## config.mk

```make
export PLATFORM = sky130hd
export DESIGN_NAME = ultrasonic_ranger
export DESIGN_NICKNAME = d
export VERILOG_FILES = /design/src/rtl/ultra_pkg.sv /design/src/rtl/ultra_median3.sv /design/src/rtl/ultrasonic_ranger.sv
export SDC_FILE = /design/constraint.sdc
export NUM_CORES = 1
export LEC_CHECK = 0
export ABC_AREA = 1
export CAP_MARGIN = 5
export CORE_ASPECT_RATIO = 2
export CORE_MARGIN = 5
export CORE_UTILIZATION = 50
export DETAILED_ROUTE_END_ITERATION = 8
export PLACE_DENSITY_LB_ADDON = 0.12
export SYNTH_ARGS = -nofsm -noshare
export SYNTH_HDL_FRONTEND = slang
export SYNTH_HIERARCHICAL = 1
export SYNTH_SLANG_ARGS = --single-unit
```

## constraint.sdc

```tcl
create_clock -name clk -period 2.7 [get_ports clk]
set_input_delay 0.27 -clock clk [delete_from_list [all_inputs] [get_ports clk]]
set_output_delay 0.27 -clock clk [all_outputs]
set_load 0.01 [all_outputs]
```

## src/rtl/ultra_pkg.sv

```systemverilog
// Shared state encoding, default sensor timing and width helpers for the ultrasonic ranger.
package ultra_pkg;

    typedef enum logic [2:0] {
        IDLE,
        TRIG,
        WAIT_ECHO,
        MEASURE,
        DONE
    } ultra_state_t;

    // Defaults assume a 50 MHz clock and an HC-SR04 style sensor.
    localparam int DIST_W_DEF      = 16;
    localparam int TRIG_CYC_DEF    = 500;
    localparam int CYC_PER_CM_DEF  = 2900;
    localparam int MAX_CM_DEF      = 400;
    localparam int ECHO_TO_CYC_DEF = 1500000;
    localparam int HOLDOFF_CYC_DEF = 3000000;

    function automatic int cnt_w(input int n);
        return (n < 2) ? 1 : $clog2(n);
    endfunction

    function automatic logic [63:0] out_of_range(input int w);
        return (w >= 64) ? {64{1'b1}} : ((64'd1 << w) - 64'd1);
    endfunction

    localparam logic [DIST_W_DEF-1:0] OUT_OF_RANGE = DIST_W_DEF'(out_of_range(DIST_W_DEF));

endpackage

```

## src/rtl/ultra_median3.sv

```systemverilog
// Running median of the current result and the two before it; the first result after reset
// fills the whole window. Output is registered, adding one cycle to the strobe.
module ultra_median3
    import ultra_pkg::*;
#(
    parameter int DIST_W = DIST_W_DEF
) (
    input  logic              clk,
    input  logic              rst_n,
    input  logic              in_vld,
    input  logic [DIST_W-1:0] in_data,
    output logic              out_vld,
    output logic [DIST_W-1:0] out_data
);

    logic              filled;
    logic [DIST_W-1:0] hist_a;
    logic [DIST_W-1:0] hist_b;
    logic [DIST_W-1:0] win_b;
    logic [DIST_W-1:0] win_c;
    logic [DIST_W-1:0] med_p0;
    logic [DIST_W-1:0] dist_p1;
    logic              vld_p1;

    function automatic logic [DIST_W-1:0] median3(
        input logic [DIST_W-1:0] a,
        input logic [DIST_W-1:0] b,
        input logic [DIST_W-1:0] c
    );
        if ((a >= b && a <= c) || (a <= b && a >= c)) return a;
        if ((b >= a && b <= c) || (b <= a && b >= c)) return b;
        return c;
    endfunction

    always_comb begin
        win_b  = filled ? hist_a : in_data;
        win_c  = filled ? hist_b : in_data;
        med_p0 = median3(in_data, win_b, win_c);
    end

    // p0 -> p1: history shift and registered median
    always_ff @(posedge clk or negedge rst_n) begin
        if (!rst_n) begin
            filled  <= 1'b0;
            hist_a  <= '0;
            hist_b  <= '0;
            dist_p1 <= '0;
            vld_p1  <= 1'b0;
        end else begin
            vld_p1 <= in_vld;
            if (in_vld) begin
                filled  <= 1'b1;
                hist_a  <= in_data;
                hist_b  <= win_b;
                dist_p1 <= med_p0;
            end
        end
    end

    assign out_vld  = vld_p1;
    assign out_data = dist_p1;

endmodule

```

## src/rtl/ultrasonic_ranger.sv

```systemverilog
// HC-SR04 front-end: TRIG pulse, echo timing, cm conversion, timeout and re-trigger holdoff.
// Define ULTRA_MEDIAN_EN to report the median of the last three results (one extra cycle).
module ultrasonic_ranger
    import ultra_pkg::*;
#(
    parameter int DIST_W      = DIST_W_DEF,
    parameter int TRIG_CYC    = TRIG_CYC_DEF,
    parameter int CYC_PER_CM  = CYC_PER_CM_DEF,
    parameter int MAX_CM      = MAX_CM_DEF,
    parameter int ECHO_TO_CYC = ECHO_TO_CYC_DEF,
    parameter int HOLDOFF_CYC = HOLDOFF_CYC_DEF
) (
    input  logic              clk,
    input  logic              rst_n,
    input  logic              trigger,
    input  logic              echo,
    output logic              trig_out,
    output logic              triggerSuc,
    output logic              valid,
    output logic [DIST_W-1:0] distance
);

    localparam int TRIG_W = cnt_w(TRIG_CYC);
    localparam int TO_W   = cnt_w(ECHO_TO_CYC);
    localparam int PRE_W  = cnt_w(CYC_PER_CM);
    localparam int CM_W   = cnt_w(MAX_CM + 1);
    localparam int HO_W   = cnt_w(HOLDOFF_CYC);
    localparam logic [DIST_W-1:0] OOR = DIST_W'(out_of_range(DIST_W));

    ultra_state_t      state;
    ultra_state_t      state_nxt;
    logic [TRIG_W-1:0] trig_cnt;
    logic [TO_W-1:0]   to_cnt;
    logic [PRE_W-1:0]  pre_cnt;
    logic [CM_W-1:0]   cm_cnt;
    logic [CM_W-1:0]   cm_nxt;
    logic [HO_W-1:0]   holdoff_cnt;
    logic              echo_s1;
    logic              echo_s2;
    logic              echo_prev;
    logic              echo_rise;
    logic              echo_fall;
    logic              pre_wrap;
    logic              cm_hit;
    logic              trig_last;
    logic              to_last;
    logic              finish;
    logic [DIST_W-1:0] result;
    logic [DIST_W-1:0] dist_p0;
    logic              vld_p0;

    function automatic logic [CM_W-1:0] cm_sat_inc(input logic [CM_W-1:0] v);
        return (v == CM_W'(MAX_CM)) ? v : v + 1'b1;
    endfunction

    always_ff @(posedge clk or negedge rst_n) begin
        if (!rst_n) begin
            echo_s1   <= 1'b0;
            echo_s2   <= 1'b0;
            echo_prev <= 1'b0;
        end else begin
            echo_s1   <= echo;
            echo_s2   <= echo_s1;
            echo_prev <= echo_s2;
        end
    end

    assign echo_rise = echo_s2 & ~echo_prev;
    assign echo_fall = ~echo_s2 & echo_prev;
    assign pre_wrap  = (pre_cnt == PRE_W'(CYC_PER_CM - 1));
    assign cm_nxt    = pre_wrap ? cm_sat_inc(cm_cnt) : cm_cnt;
    assign cm_hit    = (cm_nxt == CM_W'(MAX_CM));
    assign trig_last = (trig_cnt == TRIG_W'(TRIG_CYC - 1));
    assign to_last   = (to_cnt == TO_W'(ECHO_TO_CYC - 1));

    always_ff @(posedge clk or negedge rst_n) begin
        if (!rst_n) state <= IDLE;
        else        state <= state_nxt;
    end

    // The cycle that ends a measurement counts toward the cm total, so an echo of exactly
    // N*CYC_PER_CM cycles reports N; a MAX_CM hit wins over a coincident falling edge.
    always_comb begin
        state_nxt = state;
        finish    = 1'b0;
        result    = OOR;
        unique case (state)
            IDLE: begin
                if (trigger && holdoff_cnt == '0) state_nxt = TRIG;
            end
            TRIG: begin
                if (trig_last) state_nxt = WAIT_ECHO;
            end
            WAIT_ECHO: begin
                if (echo_rise) begin
                    state_nxt = MEASURE;
                end else if (to_last) begin
                    state_nxt = DONE;
                    finish    = 1'b1;
                end
            end
            MEASURE: begin
                if (cm_hit || echo_fall) begin
                    state_nxt = DONE;
                    finish    = 1'b1;
                    if (!cm_hit) result = DIST_W'(cm_nxt);
                end
            end
            DONE: begin
                state_nxt = IDLE;
            end
            default: begin
                state_nxt = IDLE;
            end
        endcase
    end

    // p0: counters, TRIG pin and the raw result register
    always_ff @(posedge clk or negedge rst_n) begin
        if (!rst_n) begin
            trig_cnt    <= '0;
            to_cnt      <= '0;
            pre_cnt     <= '0;
            cm_cnt      <= '0;
            holdoff_cnt <= '0;
            trig_out    <= 1'b0;
            triggerSuc  <= 1'b0;
            dist_p0     <= '0;
            vld_p0      <= 1'b0;
        end else begin
            triggerSuc <= 1'b0;
            vld_p0     <= finish;
            if (finish) dist_p0 <= result;
            unique case (state)
                IDLE: begin
                    if (holdoff_cnt != '0) begin
                        holdoff_cnt <= holdoff_cnt - 1'b1;
                    end else if (trigger) begin
                        trig_cnt <= '0;
                        trig_out <= 1'b1;
                    end
                end
                TRIG: begin
                    if (trig_last) begin
                        trig_out   <= 1'b0;
                        triggerSuc <= 1'b1;
                        to_cnt     <= '0;
                    end else begin
                        trig_cnt <= trig_cnt + 1'b1;
                    end
                end
                WAIT_ECHO: begin
                    if (echo_rise) begin
                        pre_cnt <= '0;
                        cm_cnt  <= '0;
                    end else if (!to_last) begin
                        to_cnt <= to_cnt + 1'b1;
                    end
                end
                MEASURE: begin
                    pre_cnt <= pre_wrap ? '0 : pre_cnt + 1'b1;
                    cm_cnt  <= cm_nxt;
                end
                DONE: begin
                    holdoff_cnt <= HO_W'(HOLDOFF_CYC - 1);
                end
                default: begin
                end
            endcase
        end
    end

`ifdef ULTRA_MEDIAN_EN
    ultra_median3 #(
        .DIST_W(DIST_W)
    ) u_median (
        .clk     (clk),
        .rst_n   (rst_n),
        .in_vld  (vld_p0),
        .in_data (dist_p0),
        .out_vld (valid),
        .out_data(distance)
    );
`else
    assign valid    = vld_p0;
    assign distance = dist_p0;
`endif

endmodule

```

==> results of run 1 <==
## layer usage
layer	vias to the layer above	global-route usage, %	share of wire (%)	wire, µm
met3	33	2.74	3.2	411
met5	-	0	0	0
li1	2397	-	-	-
met1	2217	20.2	37	4760
met4	0	9.98	3.6	464
met2	125	40.5	56	7160
## how the worst min path moves through the flow
| stage | from | end | cells past startpoint |
|---|---|---|---|
| CTS | echo_s1 | echo_s2 | 0 |
| global route | echo | echo_s1 | 1 |
| detailed placement | rst_n | pre_cnt[11] | 1 |
| floorplan | rst_n | cm_cnt[0] | 0 |
| finish | echo_s1 | echo_s2 | 0 |
| global placement | rst_n | pre_cnt[11] | 1 |
## layout make-up
cell class,instances,area [µm²]
clock inverters,7,48.8
well taps,137,171
multi-input cells,508,2590
inverters,91,342
repair buffers,33,315
fillers,1047,4480
flip-flops and latches,92,2300
clock buffers,9,225
## where the power goes
group	leakage (nW)	internal, W	switching [W]
combinational	1.40	0.000644	0.00109
clock	0.136	0.000629	0.000560
sequential	1.21	0.00168	0.000267
total	2.75	0.00296	0.00192
## placed cells by master, fill, tap and decap left out, drive strengths merged, types with 2 or more instances in the layout
master and n:
a31oi 3, o211ai 3, nor4 7, xnor2 2, o22ai 15, ha 6
nor2 71, clkdlybuf4s50 21, xor2 22, o21a 3, clkbuf 9, nand4 27
clkinv 6, o31ai 13, nor3 22, dfrtp 92, a21oi 14, nand3 68
nand2 183, buf 11, o21ai 42, inv 91
## flip-flops by register name, summed over array words and instances (netlist names)
signal,cells
pre_cnt,12
echo_prev,1
distance,10
cm_cnt,9
echo_s1,1
echo_s2,1
holdoff_cnt,22
valid,1
trig_cnt,9
trig_out,1
triggerSuc,1
state,3
to_cnt,21
## timing repair
action                    in CTS  in global routing
hold buffers                   1                  0
buffers inserted               0                  0
hold endpoints to repair      42                  0
## per-stage QoR
step	worst slack [ps]	total power (W)
5_1_grt	28.3	0.00524
6_report	308	0.00487
3_5_place_dp	325	0.00373
2_1_floorplan	679	0.00311
4_1_cts	312	0.00493
3_3_place_gp	405	0.00366
## kinds of logic after synthesis
| logic type | after synthesis | synth area share (%) |
|---|---|---|
| fa+ha+maj | 6 | 1.40 |
| flops | 92 | 43.0 |
| xor+xnor | 24 | 3.92 |
| simple gates | 383 | 32.6 |
| compound gates | 95 | 10.4 |
| buf+inv | 113 | 8.66 |
==> run_results.csv, run 1 <==
group,metric,value,unit
outcome,status,"finished clean",
timing,period_needed,2390,ps
timing,finalCritPeriodShare,88.6,%
die,rows,53,
logic_synthesis,ys_warn_count,6,
placement,place.gp.congestion,0.920,
clocking,cts_resized,0,
timing,fin_hold_ws,353,ps
placement,io_buffers,22,
worst_setup_path,slowest_stage,"dfrtp_1",
power_and_ir_drop,vdd_drop_max,0.475,mV
worst_setup_path,critical_path.max_fanout,13,
worst_setup_path,crit_path_end_kind,"flip-flop",
worst_setup_path,crit_path_max_incr_delay,390,ps
logic_synthesis,synth_top_area_share,43.0,%
timing,drv_slew,0,
detailed_routing,postRouteAntennaNets,0,
worst_setup_path,arrival,2620,ps
global_routing,first_global_vias,4727,
detailed_routing,drt_iter0_markers,295,
clocking,h-tree-depth,3,
detailed_routing,via_per_inst,5.44,
timing,clock-skew-final,8.25,ps
logic_synthesis,synth_nets,723,
worst_setup_path,cp-startpoint,"pre_cnt[1]",
layout,final_cell_area,6000,µm²
worst_hold_path,hold_class,"flip-flop to flip-flop",
detailed_routing,vias,4772,
die,die_area,13000,µm²
global_routing,grt_start_max_net_pins,51,
worst_setup_path,rr_worst_depth,16,
layout,final_cells,877,
worst_setup_path,r2r-end,"distance[5]",
logic_synthesis,ys_ff_latch,92,
clocking,cts.sink_count,92,
flow_run,maxCapViolations,0,
timing,slew_headroom,62.1,%
placement,hpwl,9740,µm
clocking,clk_latency,340,ps
global_routing,antenna_found_initial,0,
die,initial_utilization,51.1,%
timing,tns,0,ps
detailed_routing,wl_per_cell,14.6,µm
logic_synthesis,synth_top_cells_by_area,"dfrtp_1 43%, nand2_1 12%, nand3_1 6.2%, inv_1 5.8%, nor2_1 4.6%",
placement,placed_cells,860,
logic_synthesis,ys_dominant_reg_cell,"dfrtp_1",
layout,antenna_cells,0,
logic_synthesis,avgSynthCellArea,7.51,µm²
detailed_routing,drc_errors,0,
worst_setup_path,crit_cells,16,
worst_setup_path,critical_path_required,2920,ps
placement,placed_area,5710,µm²
worst_setup_path,cp_top_family,"simple AND/OR/NAND/NOR gates",
timing,timing.fmax,0.418,GHz
logic_synthesis,synthesis.area,5360,µm²
die,core,10500,µm²
logic_synthesis,yosysMostFrequentCell,"nand2_1",
worst_setup_path,endpoint,"distance[5]",
clocking,cts_tree,"built",
die,die_w,83.2,µm
worst_setup_path,crit_path_cell_trace,"ha_1, nand3_1, inv_1, nand3_2, inv_1, nand2_1, nand2_1, inv_1, nand2_2, nor2_4, nand2_4, nand2_4, nand2_4, nand2_2, nand2_2, nand2_1",
power_and_ir_drop,powerDensity,813,nW/µm²
layout,drive_gt1_share,7.84,%
timing,timing.final.hold_violations,0,
logic_synthesis,yosysTopAreaCell,"dfrtp_1",
timing,rsz0062_at_grt,"false",
worst_setup_path,r2r_start,"pre_cnt[1]",
clocking,cts_root_buf,"clkbuf_16",
global_routing,grt_overflow,0,
logic_synthesis,synth_cells,713,
layout,synthToLayoutAreaGrowth,11.9,%
detailed_routing,wl,12800,µm
worst_setup_path,r2r_slack,310,ps
logic_synthesis,async_flop_share,100,%
logic_synthesis,seq_area_frac_synth,43.0,%
timing,setup_viol,0,
worst_setup_path,crit_type,"flip-flop to flip-flop",
global_routing,track_usage,20.4,%
clocking,clockBufferDepth,2,
logic_synthesis,synth_common_cells,"166 x nand2_1, 92 x dfrtp_1, 83 x inv_1",
power_and_ir_drop,cellLeakagePower,2.75,nW
logic_synthesis,synth_edf_count,0,
die,io_pins,23,
layout,fin_nets,745,
logic_synthesis,ys_types,38,
clocking,cts_buffers,9,
worst_setup_path,crit_buf_inv,3,
layout,utilization,57.2,%
worst_setup_path,crit_path_start_kind,"flip-flop",
timing,max_slew.worst_pin.slew,568,ps
detailed_routing,drtPass1Iterations,5,
global_routing,grt_pass1_wl,21600,µm
die,die_h,156,µm
clocking,clk_pin_slew_worst_paths,70,ps
No activity file was read; power rests on OpenSTA's default activity.
==> run 2: changes to the inputs <==
--- a/config.mk
+++ b/config.mk
@@ -12,6 +12,7 @@
 export CORE_UTILIZATION = 50
 export DETAILED_ROUTE_END_ITERATION = 8
 export PLACE_DENSITY_LB_ADDON = 0.12
+export SETUP_SLACK_MARGIN = 0.2
 export SYNTH_ARGS = -nofsm -noshare
 export SYNTH_HDL_FRONTEND = slang
 export SYNTH_HIERARCHICAL = 1
==> run 2 against run 1 <==
Non-clock buffer count stayed put. Global-route usage did not move. Combinational power about the same. Critical path type unchanged. Largest cell class unchanged.
==> run_results.csv, run 2 (synthesis gave the netlist of run 1 again) <==
group,metric,value,unit
outcome,status,"finished clean",
layout,layout_common_cells,"166 x nand2_1, 92 x dfrtp_1, 83 x inv_1",
die,die_h,156,µm
detailed_routing,drtPass1Iterations,5,
worst_hold_path,hold_class,"flip-flop to flip-flop",
layout,final_cells,877,
layout,largest_register,"holdoff_cnt",
layout,drive_gt1_share,7.84,%
die,core,10500,µm²
power_and_ir_drop,powerDensity,812,nW/µm²
worst_setup_path,cp-startpoint,"to_cnt[0]",
worst_setup_path,r2r_start,"to_cnt[0]",
die,die_w,83.2,µm
worst_setup_path,crit_path_end_kind,"flip-flop",
timing,finalCritPeriodShare,83.6,%
timing,fin_hold_ws,353,ps
detailed_routing,drc_errors,0,
global_routing,antenna_found_initial,0,
placement,io_buffers,22,
clocking,cts_tree,"built",
global_routing,grt_pass1_wl,21600,µm
detailed_routing,postRouteAntennaNets,0,
worst_setup_path,r2r-end,"distance[0]",
worst_setup_path,arrival,2540,ps
detailed_routing,drt_iter0_markers,278,
layout,final_cell_area,6010,µm²
layout,synthToLayoutAreaGrowth,12.1,%
clocking,clockBufferDepth,2,
detailed_routing,wl,12900,µm
clocking,h-tree-depth,3,
global_routing,grt_overflow,0,
die,io_pins,23,
global_routing,track_usage,20.4,%
layout,register_area,2300,µm²
worst_setup_path,crit_type,"flip-flop to flip-flop",
worst_setup_path,rr_worst_depth,8,
layout,nFillCells,1045,
worst_setup_path,critical_path.max_fanout,12,
worst_setup_path,endpoint,"distance[0]",
timing,clock-skew-final,8.44,ps
timing,tns,0,ps
detailed_routing,wl_per_cell,14.7,µm
detailed_routing,vias,4779,
power_and_ir_drop,vdd_drop_max,0.476,mV
die,rows,53,
layout,multiInputGateArea,2600,µm²
clocking,cts_buffers,9,
clocking,clk_pin_slew_worst_paths,70,ps
clocking,cts_root_buf,"clkbuf_16",
die,die_area,13000,µm²
flow_run,maxCapViolations,0,
placement,placed_cells,860,
clocking,clk_latency,340,ps
worst_setup_path,crit_path_start_kind,"flip-flop",
layout,top_regs,"holdoff_cnt (22), to_cnt (21), pre_cnt (12)",
layout,fin_nets,745,
timing,max_slew.worst_pin.slew,574,ps
power_and_ir_drop,total_power,0.00488,W
placement,hpwl,9740,µm
timing,drv_slew,0,
timing,slew_headroom,61.7,%
layout,final_common_cell,"nand2_1",
die,initial_utilization,51.1,%
worst_setup_path,critical_path_required,2980,ps
layout,antenna_cells,0,
power_and_ir_drop,cellLeakagePower,2.75,nW
timing,setup_viol,0,
layout,largest_reg_flops,22,
worst_setup_path,r2r_slack,440,ps
global_routing,first_global_vias,4727,
timing,timing.final.hold_violations,0,
timing,timing.fmax,0.443,GHz
global_routing,grt_start_max_net_pins,51,
detailed_routing,via_per_inst,5.45,
clocking,cts.sink_count,92,
timing,rsz0062_at_grt,"false",
placement,placed_area,5710,µm²
placement,place.gp.congestion,0.920,
timing,period_needed,2260,ps
run 2: cell count changes in the layout (fill, tap and decap cells not counted):
cell / previous run / this run
nand2_2: 14 / 13
nand2_4: 3 / 4
nand3_2: 2 / 1
nand3_4: 0 / 1
run 2: worst min-delay path by stage:
stage               cells after the start     from           to
floorplan                               0    rst_n    cm_cnt[0]
global placement                        1    rst_n  pre_cnt[11]
detailed placement                      1    rst_n  pre_cnt[11]
CTS                                     0  echo_s1      echo_s2
global route                            1     echo      echo_s1
finish                                  0  echo_s1      echo_s2
run 2: per-stage QoR:
stage	util [%]	setup WS, ps
after CTS	57.2	312
after detailed placement	54.5	325
after global placement	54.5	405
final	57.3	442
after floorplan	-	679
after global routing	57.3	208
run 2: power breakdown:
group	switching, W	internal [W]	leakage (nW)
sequential	0.000267	0.00168	1.21
combinational	0.00109	0.000644	1.40
clock	0.000562	0.000630	0.136
total	0.00192	0.00296	2.75
run 2: repair_timing:
item	CTS	global route
endpoints found under the hold margin	42	0
buffers inserted	0	0
resized for setup	0	2
setup endpoints to repair	0	11
hold buffers	1	0
run 2: per-layer routing:
layer,GRT usage [%],wire (µm),up-vias
met1,20.2,4870,2259
met5,0,0,-
met2,40.5,7200,98
met3,2.74,350,31
li1,-,-,2391
met4,9.98,455,0
run 2: area by class of cell:
| class | count | area share, % |
|---|---|---|
| Clock inverter | 7 | 0.812 |
| Multi-Input combinational cell | 508 | 43.3 |
| Sequential cell | 92 | 38.3 |
| Timing Repair Buffer | 33 | 5.25 |
| Clock buffer | 9 | 3.75 |
| Inverter | 91 | 5.69 |
| Tap cell | 137 | 2.85 |
run 2: worst max-delay path, cell delays in order (launching register included):
cell	delay [ps]
dfrtp_1	410
ha_1	300
nand3_1	200
nor2_1	150
nand4_1	170
nand3b_1	500
nand2_4	330
nand2_1	80
nand2_1	60
==> run 3: changes to the inputs <==
==> constraint.sdc (replaced) <==
create_clock -name clk -period 2 [get_ports clk]
set_input_delay 0.2 -clock clk [delete_from_list [all_inputs] [get_ports clk]]
set_output_delay 0.2 -clock clk [all_outputs]
set_load 0.01 [all_outputs]
==> run 3 against run 2 <==
The flow now finishes with violations (setup timing). Setup slack got worse by 460 ps. Die area stayed put. Combinational power rose to 2.8 times the previous value. Fmax rose by 12%. Design area grew 31%. Register-to-register slack worse by 460 ps. Count of clock-buffer cells in the layout grew 3. Cell count rose by 12%. Critical path depth grew 5. Total power up 92%. Sequential power grew 39%. Critical endpoint is now state[0].
==> run_results.csv, run 3 (synthesis gave the netlist of run 1 again) <==
group,metric,value,unit
die,rows,53,
timing,timing.fmax,0.495,GHz
die,die_h,156,µm
power_and_ir_drop,cellLeakagePower,3.51,nW
die,io_pins,23,
detailed_routing,wl,16600,µm
global_routing,grt_start_max_net_pins,35,
timing,slew_headroom,69.8,%
worst_setup_path,critical_path.max_fanout,5,
timing,drv_slew,0,
power_and_ir_drop,powerDensity,1190,nW/µm²
timing,fin_hold_ws,298,ps
layout,synthToLayoutAreaGrowth,47.4,%
layout,drive_gt1_share,39.3,%
detailed_routing,drc_errors,0,
die,initial_utilization,51.1,%
worst_setup_path,crit_type,"flip-flop to flip-flop",
clocking,h-tree-depth,3,
power_and_ir_drop,p_sw,0.00383,W
layout,top_regs,"holdoff_cnt (22), to_cnt (21), pre_cnt (12)",
global_routing,first_global_vias,5310,
layout,antenna_cells,0,
layout,largest_register,"holdoff_cnt",
global_routing,track_usage,22.6,%
worst_hold_path,hold_class,"input pin to flip-flop",
clocking,clockBufferDepth,2,
timing,finalCritPeriodShare,101,%
layout,layout_common_cells,"131 x nand2_1, 90 x buf_4, 79 x dfrtp_1",
die,die_w,83.2,µm
clocking,cts_tree,"built",
detailed_routing,vias,5590,
flow_run,maxCapViolations,0,
power_and_ir_drop,p_int,0.00554,W
worst_setup_path,arrival,2240,ps
clocking,cts_root_buf,"clkbuf_16",
power_and_ir_drop,p_comb_share,52.6,%
timing,timing.final.hold_violations,0,
detailed_routing,postRouteAntennaNets,0,
power_and_ir_drop,pwr-share-clk,18.4,%
timing,rsz0062_at_grt,"true",
global_routing,grt_overflow,0,
clocking,clk_pin_slew_worst_paths,70,ps
worst_setup_path,crit_path_start_kind,"flip-flop",
detailed_routing,via_per_inst,5.67,
layout,final_common_cell,"nand2_1",
worst_setup_path,critical_path_required,2220,ps
die,die_area,13000,µm²
timing,setup_viol,4,
placement,placed_area,6120,µm²
placement,hpwl,10300,µm
outcome,status,"finished with violations",
power_and_ir_drop,p_seq_share,29.0,%
power_and_ir_drop,swShare,40.9,%
layout,fin_nets,854,
clocking,clk_latency,340,ps
outcome,failed_checks,"setup timing",
layout,utilization,75.4,%
placement,place.gp.congestion,0.916,
placement,io_buffers,22,
layout,final_cell_area,7900,µm²
timing,setup_slack,-21.6,ps
timing,clock-skew-final,6.96,ps
timing,max_slew.worst_pin.slew,453,ps
layout,largest_reg_flops,22,
global_routing,antenna_found_initial,0,
clocking,cts.sink_count,92,
power_and_ir_drop,total_power,0.00936,W
detailed_routing,wl_per_cell,16.8,µm
clocking,cts_buffers,9,
detailed_routing,drt_iter0_markers,310,
die,core,10500,µm²
global_routing,grt_pass1_wl,24000,µm
worst_setup_path,crit_path_end_kind,"flip-flop",
detailed_routing,drtPass1Iterations,5,
power_and_ir_drop,vdd_drop_max,0.633,mV
timing,period_needed,2020,ps
run 3: power by group through the flow:
stage	clock, W	sequential, W	combinational (W)
2_1_floorplan	0	0.00263	0.00162
3_3_place_gp	0	0.00262	0.00267
3_5_place_dp	0	0.00264	0.00273
4_1_cts	0.00175	0.00262	0.00342
5_1_grt	0.00182	0.00276	0.00526
6_report	0.00172	0.00271	0.00493
run 3: routing by layer:
layer	wire length [µm]	track usage [%]	up-vias
met5	0	0	-
met4	816	12.0	0
met3	569	3.85	74
met2	9400	43.9	187
met1	5770	22.5	2703
li1	-	-	2626
run 3: worst max-delay path: stages, from the launching register on:
cell and delay (ps):
dfrtp_1 400, nor2_2 160, buf_4 140, buf_6 100, nand3_4 70, nor2_4 110
nand2_2 80, o21ai_4 180, buf_8 170, nand2_4 60, a31oi_4 190, nand2_2 90
nand2_1 90, nand2_1 70
run 3: worst paths after layout:
check	startpoint	end	slack (ps)	cells after the start
max in group asynchronous	rst_n	cm_cnt[0]	1040	3
max	holdoff_cnt[4]	state[0]	-20	13
min in group asynchronous	rst_n	trig_cnt[7]	340	2
min	echo	echo_s1	300	1
max reg2reg	holdoff_cnt[4]	state[0]	-20	13
min reg2reg	echo_s1	echo_s2	350	0
run 3: final cells by class:
cell class / instances / area (µm²)
multi-input combinational: 510 / 3450
fill: 747 / 2580
sequential: 92 / 2320
timing repair buffer: 140 / 1280
inverter: 91 / 378
clock buffer: 12 / 246
tap: 137 / 171
clock inverter: 4 / 48.8
run 3: stage by stage:
step                worst slack (ps)  setup TNS [ps]  cells
detailed placement             -58.3            -413    904
global placement                8.10               0    904
CTS                             35.4               0    943
finish                         -21.6           -64.4    986
global route                    -104           -1220    986
floorplan                        104               0    713
run 3: timing repair:
action,in CTS,in global routing
endpoints found under the setup margin,70,83
buffers inserted,20,41
pin swaps,22,59
resized for setup,61,213
hold buffers,1,0
hold endpoints to repair,30,0
cloned,2,2
